File: config.mk
export PLATFORM = sky130hd
export DESIGN_NAME = muldiv_unit
export DESIGN_NICKNAME = d
export VERILOG_FILES = /design/src/rtl/muldiv_pkg.sv /design/src/rtl/muldiv_step.sv /design/src/rtl/muldiv_unit.sv
export SDC_FILE = /design/constraint.sdc
export NUM_CORES = 1
export LEC_CHECK = 0
export ABC_AREA = 1
export BUFFER_PORTS_ARGS = -buffer_cell sky130_fd_sc_hd__buf_2
export CAP_MARGIN = 20
export CORE_ASPECT_RATIO = 1.5
export CORE_MARGIN = 2
export CORE_UTILIZATION = 55
export CTS_CLUSTER_DIAMETER = 50
export DETAILED_ROUTE_END_ITERATION = 8
export PLACE_DENSITY = 0.8
export SYNTH_ARGS = -nofsm -noshare
export SYNTH_HDL_FRONTEND = slang
export SYNTH_SLANG_ARGS = --single-unit
export TNS_END_PERCENT = 50
File: constraint.sdc
create_clock -name I_clk -period 5.25 [get_ports I_clk]
set_input_delay 0.7875 -clock I_clk [delete_from_list [all_inputs] [get_ports I_clk]]
set_output_delay 0.7875 -clock I_clk [all_outputs]
set_load 0.02 [all_outputs]
File: src/rtl/muldiv_pkg.sv
// rtl/muldiv_pkg.sv - shared encodings for the iterative RV32M multiply/divide unit
package muldiv_pkg;

  localparam logic [2:0] FUNCT3_MUL    = 3'd0;
  localparam logic [2:0] FUNCT3_MULH   = 3'd1;
  localparam logic [2:0] FUNCT3_MULHSU = 3'd2;
  localparam logic [2:0] FUNCT3_MULHU  = 3'd3;
  localparam logic [2:0] FUNCT3_DIV    = 3'd4;
  localparam logic [2:0] FUNCT3_DIVU   = 3'd5;
  localparam logic [2:0] FUNCT3_REM    = 3'd6;
  localparam logic [2:0] FUNCT3_REMU   = 3'd7;

  typedef enum logic [1:0] {
    ST_IDLE = 2'd0,
    ST_RUN  = 2'd1,
    ST_DONE = 2'd2
  } state_t;

  localparam logic [5:0] ITER_LAST = 6'd31;

  function automatic logic op1_signed(input logic [2:0] f);
    return (f == FUNCT3_MULH) || (f == FUNCT3_MULHSU) ||
           (f == FUNCT3_DIV)  || (f == FUNCT3_REM);
  endfunction

  function automatic logic op2_signed(input logic [2:0] f);
    return (f == FUNCT3_MULH) || (f == FUNCT3_DIV) || (f == FUNCT3_REM);
  endfunction

endpackage

File: src/rtl/muldiv_step.sv
// rtl/muldiv_step.sv - one shift-add / restoring shift-subtract iteration
// Divide mode exists only when MULDIV_DIV_EN is defined.
module muldiv_step
  import muldiv_pkg::*;
(
`ifdef MULDIV_DIV_EN
  input  logic        mode_div,
`endif
  input  logic [31:0] hi,
  input  logic [31:0] lo,
  input  logic [31:0] opnd,
  output logic [31:0] hi_nxt,
  output logic [31:0] lo_nxt
);

  logic [32:0] sum;
`ifdef MULDIV_DIV_EN
  logic [32:0] shifted;
  logic [33:0] diff;
  logic        borrow;
`endif

  always_comb begin
    // multiply: {hi,lo} is the accumulator, lo starts as the multiplier
    sum    = {1'b0, hi} + (lo[0] ? {1'b0, opnd} : 33'd0);
    hi_nxt = sum[32:1];
    lo_nxt = {sum[0], lo[31:1]};
`ifdef MULDIV_DIV_EN
    // divide: hi is the partial remainder, lo shifts dividend out and quotient in
    shifted = {hi, lo[31]};
    diff    = {1'b0, shifted} - {2'b00, opnd};
    borrow  = diff[33];
    if (mode_div) begin
      hi_nxt = borrow ? shifted[31:0] : diff[31:0];
      lo_nxt = {lo[30:0], ~borrow};
    end
`endif
  end

endmodule

File: src/rtl/muldiv_unit.sv
// rtl/muldiv_unit.sv - iterative RV32M multiply/divide unit feeding the register file
// Divider and its special cases are built only when MULDIV_DIV_EN is defined.
module muldiv_unit
  import muldiv_pkg::*;
(
  input  logic        I_clk,
  input  logic        I_rst,
  input  logic        I_start,
  input  logic [2:0]  I_funct3,
  input  logic [31:0] I_op1,
  input  logic [31:0] I_op2,
  input  logic [3:0]  I_rd,
  output logic        O_busy,
  output logic        O_done,
  output logic [31:0] O_result,
  output logic [3:0]  O_rd,
  output logic        O_regwen
);

  state_t      state_q, state_d;
  logic [5:0]  cnt_q;
  logic [2:0]  funct3_q;
  logic        neg_q;
  logic        special_q;
  logic [31:0] hi_q, lo_q, opnd_q;
  logic [31:0] hi_nxt, lo_nxt;

  logic        accept;
  logic        s1, s2;
  logic [31:0] mag1, mag2;
  logic        div_mode;
  logic        special;
  logic [31:0] special_val;
  logic [63:0] prod;
  logic [31:0] res_fix;
`ifdef MULDIV_DIV_EN
  logic        ovf;
  logic [31:0] qr;
`endif

  assign accept   = (state_q == ST_IDLE) && I_start && !O_done;
  assign O_busy   = (state_q != ST_IDLE) || O_done;
  assign O_regwen = O_done && (O_rd != 4'd0);

  always_comb begin
    s1   = op1_signed(I_funct3) & I_op1[31];
    s2   = op2_signed(I_funct3) & I_op2[31];
    mag1 = s1 ? -I_op1 : I_op1;
    mag2 = s2 ? -I_op2 : I_op2;
`ifdef MULDIV_DIV_EN
    div_mode    = I_funct3[2];
    ovf         = ((I_funct3 == FUNCT3_DIV) || (I_funct3 == FUNCT3_REM)) &&
                  (I_op1 == 32'h8000_0000) && (I_op2 == 32'hFFFF_FFFF);
    special     = I_funct3[2] && ((I_op2 == 32'd0) || ovf);
    if (I_op2 == 32'd0)
      special_val = I_funct3[1] ? I_op1 : 32'hFFFF_FFFF;
    else
      special_val = I_funct3[1] ? 32'd0 : 32'h8000_0000;
`else
    div_mode    = 1'b0;
    special     = I_funct3[2];
    special_val = 32'd0;
`endif
  end

  muldiv_step u_step (
`ifdef MULDIV_DIV_EN
    .mode_div (funct3_q[2]),
`endif
    .hi       (hi_q),
    .lo       (lo_q),
    .opnd     (opnd_q),
    .hi_nxt   (hi_nxt),
    .lo_nxt   (lo_nxt)
  );

  // sign fix-up from the settled accumulator, registered into O_result on leaving DONE
  always_comb begin
    prod    = neg_q ? -{hi_q, lo_q} : {hi_q, lo_q};
    res_fix = (funct3_q == FUNCT3_MUL) ? prod[31:0] : prod[63:32];
`ifdef MULDIV_DIV_EN
    qr = funct3_q[1] ? hi_q : lo_q;
    if (funct3_q[2])
      res_fix = neg_q ? -qr : qr;
`endif
  end

  always_comb begin
    state_d = state_q;
    case (state_q)
      ST_IDLE: if (accept) state_d = special ? ST_DONE : ST_RUN;
      ST_RUN:  if (cnt_q == ITER_LAST) state_d = ST_DONE;
      ST_DONE: state_d = ST_IDLE;
      default: state_d = ST_IDLE;
    endcase
  end

  always_ff @(posedge I_clk) begin
    if (I_rst) begin
      state_q   <= ST_IDLE;
      cnt_q     <= 6'd0;
      funct3_q  <= 3'd0;
      neg_q     <= 1'b0;
      special_q <= 1'b0;
      hi_q      <= 32'd0;
      lo_q      <= 32'd0;
      opnd_q    <= 32'd0;
      O_done    <= 1'b0;
      O_result  <= 32'd0;
      O_rd      <= 4'd0;
    end else begin
      state_q <= state_d;
      O_done  <= (state_q == ST_DONE);
      case (state_q)
        ST_IDLE: begin
          if (accept) begin
            funct3_q  <= I_funct3;
            O_rd      <= I_rd;
            cnt_q     <= 6'd0;
            special_q <= special;
            // remainder takes the dividend's sign; everything else the XOR
            neg_q     <= (I_funct3[2] && I_funct3[1]) ? s1 : (s1 ^ s2);
            hi_q      <= special ? special_val : 32'd0;
            lo_q      <= div_mode ? mag1 : mag2;
            opnd_q    <= div_mode ? mag2 : mag1;
          end
        end
        ST_RUN: begin
          hi_q  <= hi_nxt;
          lo_q  <= lo_nxt;
          cnt_q <= cnt_q + 6'd1;
        end
        ST_DONE: O_result <= special_q ? hi_q : res_fix;
        default: ;
      endcase
    end
  end

endmodule

After elaboration in Yosys (flattened, before gate mapping)
Cells that the tools add are included.

word-level totals
  memory bits (writable) = 0
  ROM bits = 0
  bits in latches = 0
  logic and storage cells = 64
  input port bits = 74
  memories = 0
  register bits after elaboration = 146

cells by class
  divide/modulo/power cells = 0
  reduce and logical (&&, ||, !) cells = 19
  magnitude comparators = 0
  multipliers = 0
  bitwise gates (word level) = 3
  shift-type cells = 0
  $add $sub $neg = 5
  multiplexer cells = 17
  equal/unequal tests = 9

operators with widths
  kind                 number
  $mux 32              7
  $pmux 32 s2          2
  $mux 64              1
  $neg 32->32          2
  $neg 64->64          1
  $add 32x33->33       1
  $pmux 6 s2           1
  $add 6x1->6 const B  1
  $eq 3x3->1 const B   2
  $eq 6x5->1 const B   1
  $logic_or 1x1->1     6
  $mux 2               3
  $mux 6               1
  $reduce_and 2->1     3
  $logic_and 1x1->1    4
  $ne 2x2->1 const B   2
  $pmux 2 s2           1
  $reduce_bool 2->1    2
  $reduce_bool 4->1    1
  $eq 3x1->1 const B   1
  $eq 3x2->1 const B   1
  $logic_not 3->1      1
  $and 1x1->1          2
  $eq 2x1->1 const B   1
  other kinds (5)      5

Logic depth before layout (Yosys ltp)
  depth in word-level cells = 7
  gate-level depth with buffers = 18

Cells and area by module
From an unflattened synthesis, not the netlist that was laid out.

second synthesis, totals
  cell total of the unflattened synthesis = 2322
  area, all modules = 12992.5 um2

modules (own cells, without submodules)
  module       sequential area each (um2)  times used  area each (um2)  cells an instance
  muldiv_unit  2902.8                      1           10122.2          1719
  muldiv_step  0.0                         1           2870.3           603

Worst setup path before layout
No wires, ideal clock.

  path kind = register -> register
  start point = register lo_q[0]
  end point = register hi_q[15]
  stages on the path, launching flop included = 18
  buffers on the path = 2
  path slack = 2.859 ns
  arrival time = 2.259 ns
  cells stage by stage = dfxtp_1 buf_6 clkbuf_1 nand2_1 inv_1 ha_1 inv_1 fa_1 o21ai_1 nand2_1 nand2_1 nand2_1 nand2_1 inv_1 o21bai_1 nand2_1 nand3_1 a21oi_1

between the ends
  word-level cells in the longest chain between the ends = 3

ends and longest elaborated chain
  item                    RTL line            text
  from (decl)             muldiv_unit.sv:25   logic [31:0] hi_q, lo_q, opnd_q;
  from (signal assigned)  muldiv_unit.sv:124  lo_q <= div_mode ? mag1 : mag2;
  from (signal assigned)  muldiv_unit.sv:130  lo_q <= lo_nxt;
  $mux 32                 muldiv_step.sv:25   sum = {1'b0, hi} + (lo[0] ? {1'b0, opnd} : 33'd0);
  $add 32x33->33          muldiv_step.sv:25
  $pmux 32 s2             muldiv_unit.sv:114  case (state_q)
  to (signal assigned)    muldiv_unit.sv:123  hi_q <= special ? special_val : 32'd0;
  to (signal assigned)    muldiv_unit.sv:129  hi_q <= hi_nxt;
  to (decl)               muldiv_unit.sv:25

No other way between the ends.
A chain may end at the register's enable or synchronous reset.

Worst setup path after layout
  start point = register state_q[1]
  end point = register lo_q[18]

between the ends
  word-level cells in the longest chain between the ends = 5
  elaborated cells between the ends (all ways) = 8
  classes of those cells = eq/ne (2); mux (1); reduce/logical (5)

ends and longest elaborated chain
  item                            RTL line                               text
  from (decl)                     muldiv_unit.sv:20                      state_t state_q, state_d;
  from (signal assigned)          muldiv_unit.sv:112                     state_q <= state_d;
  $logic_not 2->1                 muldiv_unit.sv:41, muldiv_unit.sv:114
  $logic_and 1x1->1 (2 in a row)  muldiv_unit.sv:41                      assign accept = (state_q == ST_IDLE) && I_start && !O_done;
  $ne 2x2->1 (no line)            --
  $reduce_and 2->1 (no line)      --

Several ways; a longest one is shown, not always the timed one.

==> impl_summary.md <==
GRT
After global routing the overflow that remains totals 0. The number of antenna violations at the first check in global routing came to 0. The maximum number of pins on one net before global-route repair is 102. The overall track demand over capacity in global routing is 38.00%. The wire length of the first global-routing pass is 71360 um.

The number of global-route vias before repair is 13.93k.

Synthesis
A synthesized cell averages 5.716 sq um. For this run, the leading register cell type out of synthesis is sky130_fd_sc_hd__dfxtp_1. In the post-synthesis netlist, the cell with the most instances is sky130_fd_sc_hd__nand2_1. The area share of the largest cell type after synthesis is 23.77%. The number of instances in the synthesized netlist is 2137. The distinct cell type count of the synthesized netlist is 51. In the post-synthesis netlist, the biggest area contributors are sky130_fd_sc_hd__dfxtp_1, sky130_fd_sc_hd__nand2_1, sky130_fd_sc_hd__a21oi_1, sky130_fd_sc_hd__nand3_1, sky130_fd_sc_hd__nor2_1. Summing every instance area after synthesis gives 12210 sq um.

The async set or reset register ratio after synthesis is 0%. The number of enable flip-flop cells after synthesis is 0. The flop and latch count out of synthesis is 145. The total of warnings raised by yosys is 0. By count the netlist is led by sky130_fd_sc_hd__nand2_1, sky130_fd_sc_hd__nor2_1, sky130_fd_sc_hd__inv_1. The sequential element share of the synthesized area is 23.77%. The post-synth net total is 2248. The biggest area consumer among synthesized cells is sky130_fd_sc_hd__dfxtp_1.

Placed design
Routability-driven placement finished with a final weighted congestion of 1.064. The placed wire-length estimate after detailed placement is 34140 um. The quantity of I/O buffers inserted on ports is 112. The number of placed cells counting well taps is 2451.

Clock tree
The H-tree was split into 4 levels. After clock tree synthesis, the repair step resized 0 gates. The clock root buffer master is sky130_fd_sc_hd__clkbuf_16. The clock drives 145 sinks.

The total CTS buffers is 17. The clock tree from TritonCTS is built. The post-CTS setup buffer count is 0. The maximum clock insertion buffer count is 2. The hold buffer count at cts is 0. At the later pin of the worst-skew pair, clock insertion delay measures 0.44 ns. Clock-pin slew was measured on the worst setup and hold paths at 0.07 ns.

Critical path
In this run the worst path has a maximum fanout of 54. The critical path goes through nor2_1, nand3_2, nand2_1, inv_2, nand2_1, o21ai_0, a21oi_1, nor2_1. The class of the most critical setup path is flop to flop. The worst register-to-register path ends at lo_q[18]$_SDFFE_PP0P_. The largest individual stage delay along the critical path comes from the cell sky130_fd_sc_hd__nand2_1. STA puts the critical path data required time at 5.54 ns. The worst reg-to-reg setup slack is 2.25 ns.

Measured in cells, the most critical reg-to-reg path has a length of 8. In this run the critical register-to-register path is launched from state_q[1]$_SDFFE_PP0P_. The worst setup path is launched from a flop. The worst setup path is captured at a flop. Data arrives at the worst endpoint at 3.29 ns. The highest cell delay on the worst timing path is 0.70 ns.

Flow run
Across the run, the number of max-cap violations was 0.

Layout
The net count of the finished layout is 2311. The area overhead of the layout relative to synthesis is 10.59%. The antenna diode count is 0. In the final layout, the share of cells above drive strength 1 is 9.535%. After the flow finishes, the layout carries non-filler instances totaling 2485.

Detailed routing
In the final routed layout, each cell accounts on average for 18.01 um. The final route contains 14.53k vias. The total iterations of the first detailed-routing run is 7.

The first routing iteration left 1307 violations. The detail route stage leaves a number of antenna-violating nets equal to 0. In the routed layout, each cell is associated on average with a via count of 5.848. After detailed routing, the number of remaining DRC violations is 0. The total routed wirelength is 44750 um.

STA
Setup repair after global routing left no endpoint under its margin. The final total negative setup slack is 0 ns. At the pin with the least slew margin, the transition time is 1.141 ns.

The worst pin sits at a relative slew slack of 23.93%. The final clock period utilization by the worst path is 57.20%. The final clock skew is 0.008440 ns.

For this run, the top clock speed supported by timing is 333.0 MHz. Setup violations remaining at the end of the flow were counted as 0. The count of pins over their slew limit was 0.

The number of hold violations in the final report is 0. The routed design could run at a clock period as short as 3.003 ns.

Pwr
Internal power comes to 2.211 mW. The power density normalized to cell area is 270.2 nW/um^2. The cell leakage power is 6.586 nW.

Of the total power, the share spent switching nets is 39.42%. The analysis attributes to net switching a power of 1.439 mW. The peak ir drop on the vdd network is 232.9 uV. The power share of the sequential group is 34.8%. The share of total power dissipated in the clock network is 33.6%.

The fraction of power consumed by combinational cells is 31.6%.

Floorplanning
After floorplanning, the core was sized to cover 21720 sq um. The count of standard-cell rows is 66. The horizontal die dimension is 125.7 um. The die covers 23440 sq um. The vertical extent of the die is 186.5 um. The initial utilization of the core area, before any placement, comes to 56.24%. The I/O pin count is 113.

Outcome
The run finished with clean final reports.

Hold path
The instance count along the most critical hold path is 2. The path class of the tightest hold or removal check is flop to flop. The worst min-delay path startpoint is O_result[1]$_SDFFE_PP0P_. The worst-case hold path end point is O_result[1]$_SDFFE_PP0P_.
-- critical path, delay by kind of cell, from the launching register on --
kind                   cells  cell delay (ns)
buffers and inverters      1             0.57
DFF                        1             0.35
AOI/OAI and AO/OA          2             0.22
and+or+nand+nor            5             1.68
-- power by group through the flow --
stage / Clock, mW / Sequential [mW] / Combinational (mW)
2_1_floorplan: 0 / 1.27 / 0.791
3_3_place_gp: 0 / 1.30 / 1.10
3_5_place_dp: 0 / 1.30 / 1.11
4_1_cts: 1.23 / 1.27 / 1.12
5_1_grt: 1.28 / 1.28 / 1.27
6_report: 1.23 / 1.27 / 1.15
-- flip-flops by register name, indices dropped and copies added (netlist names), 2 cells and up --
name	count
hi_q	32
lo_q	32
O_rd	4
state_q	2
funct3_q	3
opnd_q	32
O_result	32
cnt_q	6
-- metal layers --
layer | GRT usage [%] | vias to the layer above | routed length (um)
met3 | 5.476 | 203 | 2571
met5 | 0 | - | 0
met4 | 27.86 | 0 | 3675
li1 | - | 7125 | -
met1 | 41.00 | 6575 | 16490
met2 | 66.78 | 630 | 22010
-- worst max-delay path by stage --
stage / start / end / slack [ns] / cells past startpoint
global route: state_q[1]$_SDFFE_PP0P_ / lo_q[18]$_SDFFE_PP0P_ / 2.01 / 8
CTS: lo_q[0]$_SDFFE_PP0P_ / hi_q[15]$_SDFFE_PP0P_ / 2.15 / 15
detailed placement: I_start / cnt_q[3]$_SDFFE_PP0P_ / 2.11 / 6
global placement: I_start / cnt_q[3]$_SDFFE_PP0P_ / 2.22 / 6
finish: state_q[1]$_SDFFE_PP0P_ / lo_q[18]$_SDFFE_PP0P_ / 2.25 / 8
floorplan: lo_q[0]$_SDFFE_PP0P_ / hi_q[15]$_SDFFE_PP0P_ / 2.86 / 17
-- cell usage in the layout (no fill, tap or decap), drive strengths merged, types with 7 or more instances in the layout --
master and instances:
nand3b 9, o21a 7, nand3 200, o211ai 13
o22ai 14, nand4 29, o21bai 17, nand2 623
buf 124, dfxtp 145, xor2 17, a31oi 24
clkbuf 19, or2 10, nor3 30, o21ai 128
ha 36, xnor2 8, inv 260, nor2 260
a21oi 211
-- cell families after synthesis --
| logic type | Yosys count | synth area share (%) |
|---|---|---|
| simple gates | 1167 | 40.56 |
| compound gates | 428 | 19.47 |
| buf+inv | 335 | 10.56 |
| flops | 145 | 23.77 |
| fa+ha+maj | 37 | 3.852 |
| xor+xnor | 25 | 1.793 |
-- through the flow --
| step | util [%] | setup WS [ns] | cell area (sq um) | total power [mW] | hold slack [ns] |
|---|---|---|---|---|---|
| final | 62.20 | 2.247 | 13510 | 3.651 | 0.4605 |
| after detailed placement | 59.26 | 2.111 | 12870 | 2.406 | 0.4519 |
| after CTS | 61.94 | 2.154 | 13450 | 3.620 | 0.4615 |
| after floorplan | - | 2.859 | 12210 | 2.059 | 0.4435 |
| after global placement | 59.26 | 2.216 | 12870 | 2.391 | 0.4491 |
| after global routing | 62.20 | 2.010 | 13510 | 3.828 | 0.4755 |
-- layout make-up --
cell class              count  area, sq um
repair buffers            124        690.7
clock buffers              19        442.9
multi-input cells        1657         8031
well taps                 272        340.3
fillers                  2240         8210
inverters                 255        958.4
clock inverters            13        140.1
flip-flops and latches    145         2904
Note: power is estimated with default switching activity, not from simulation.
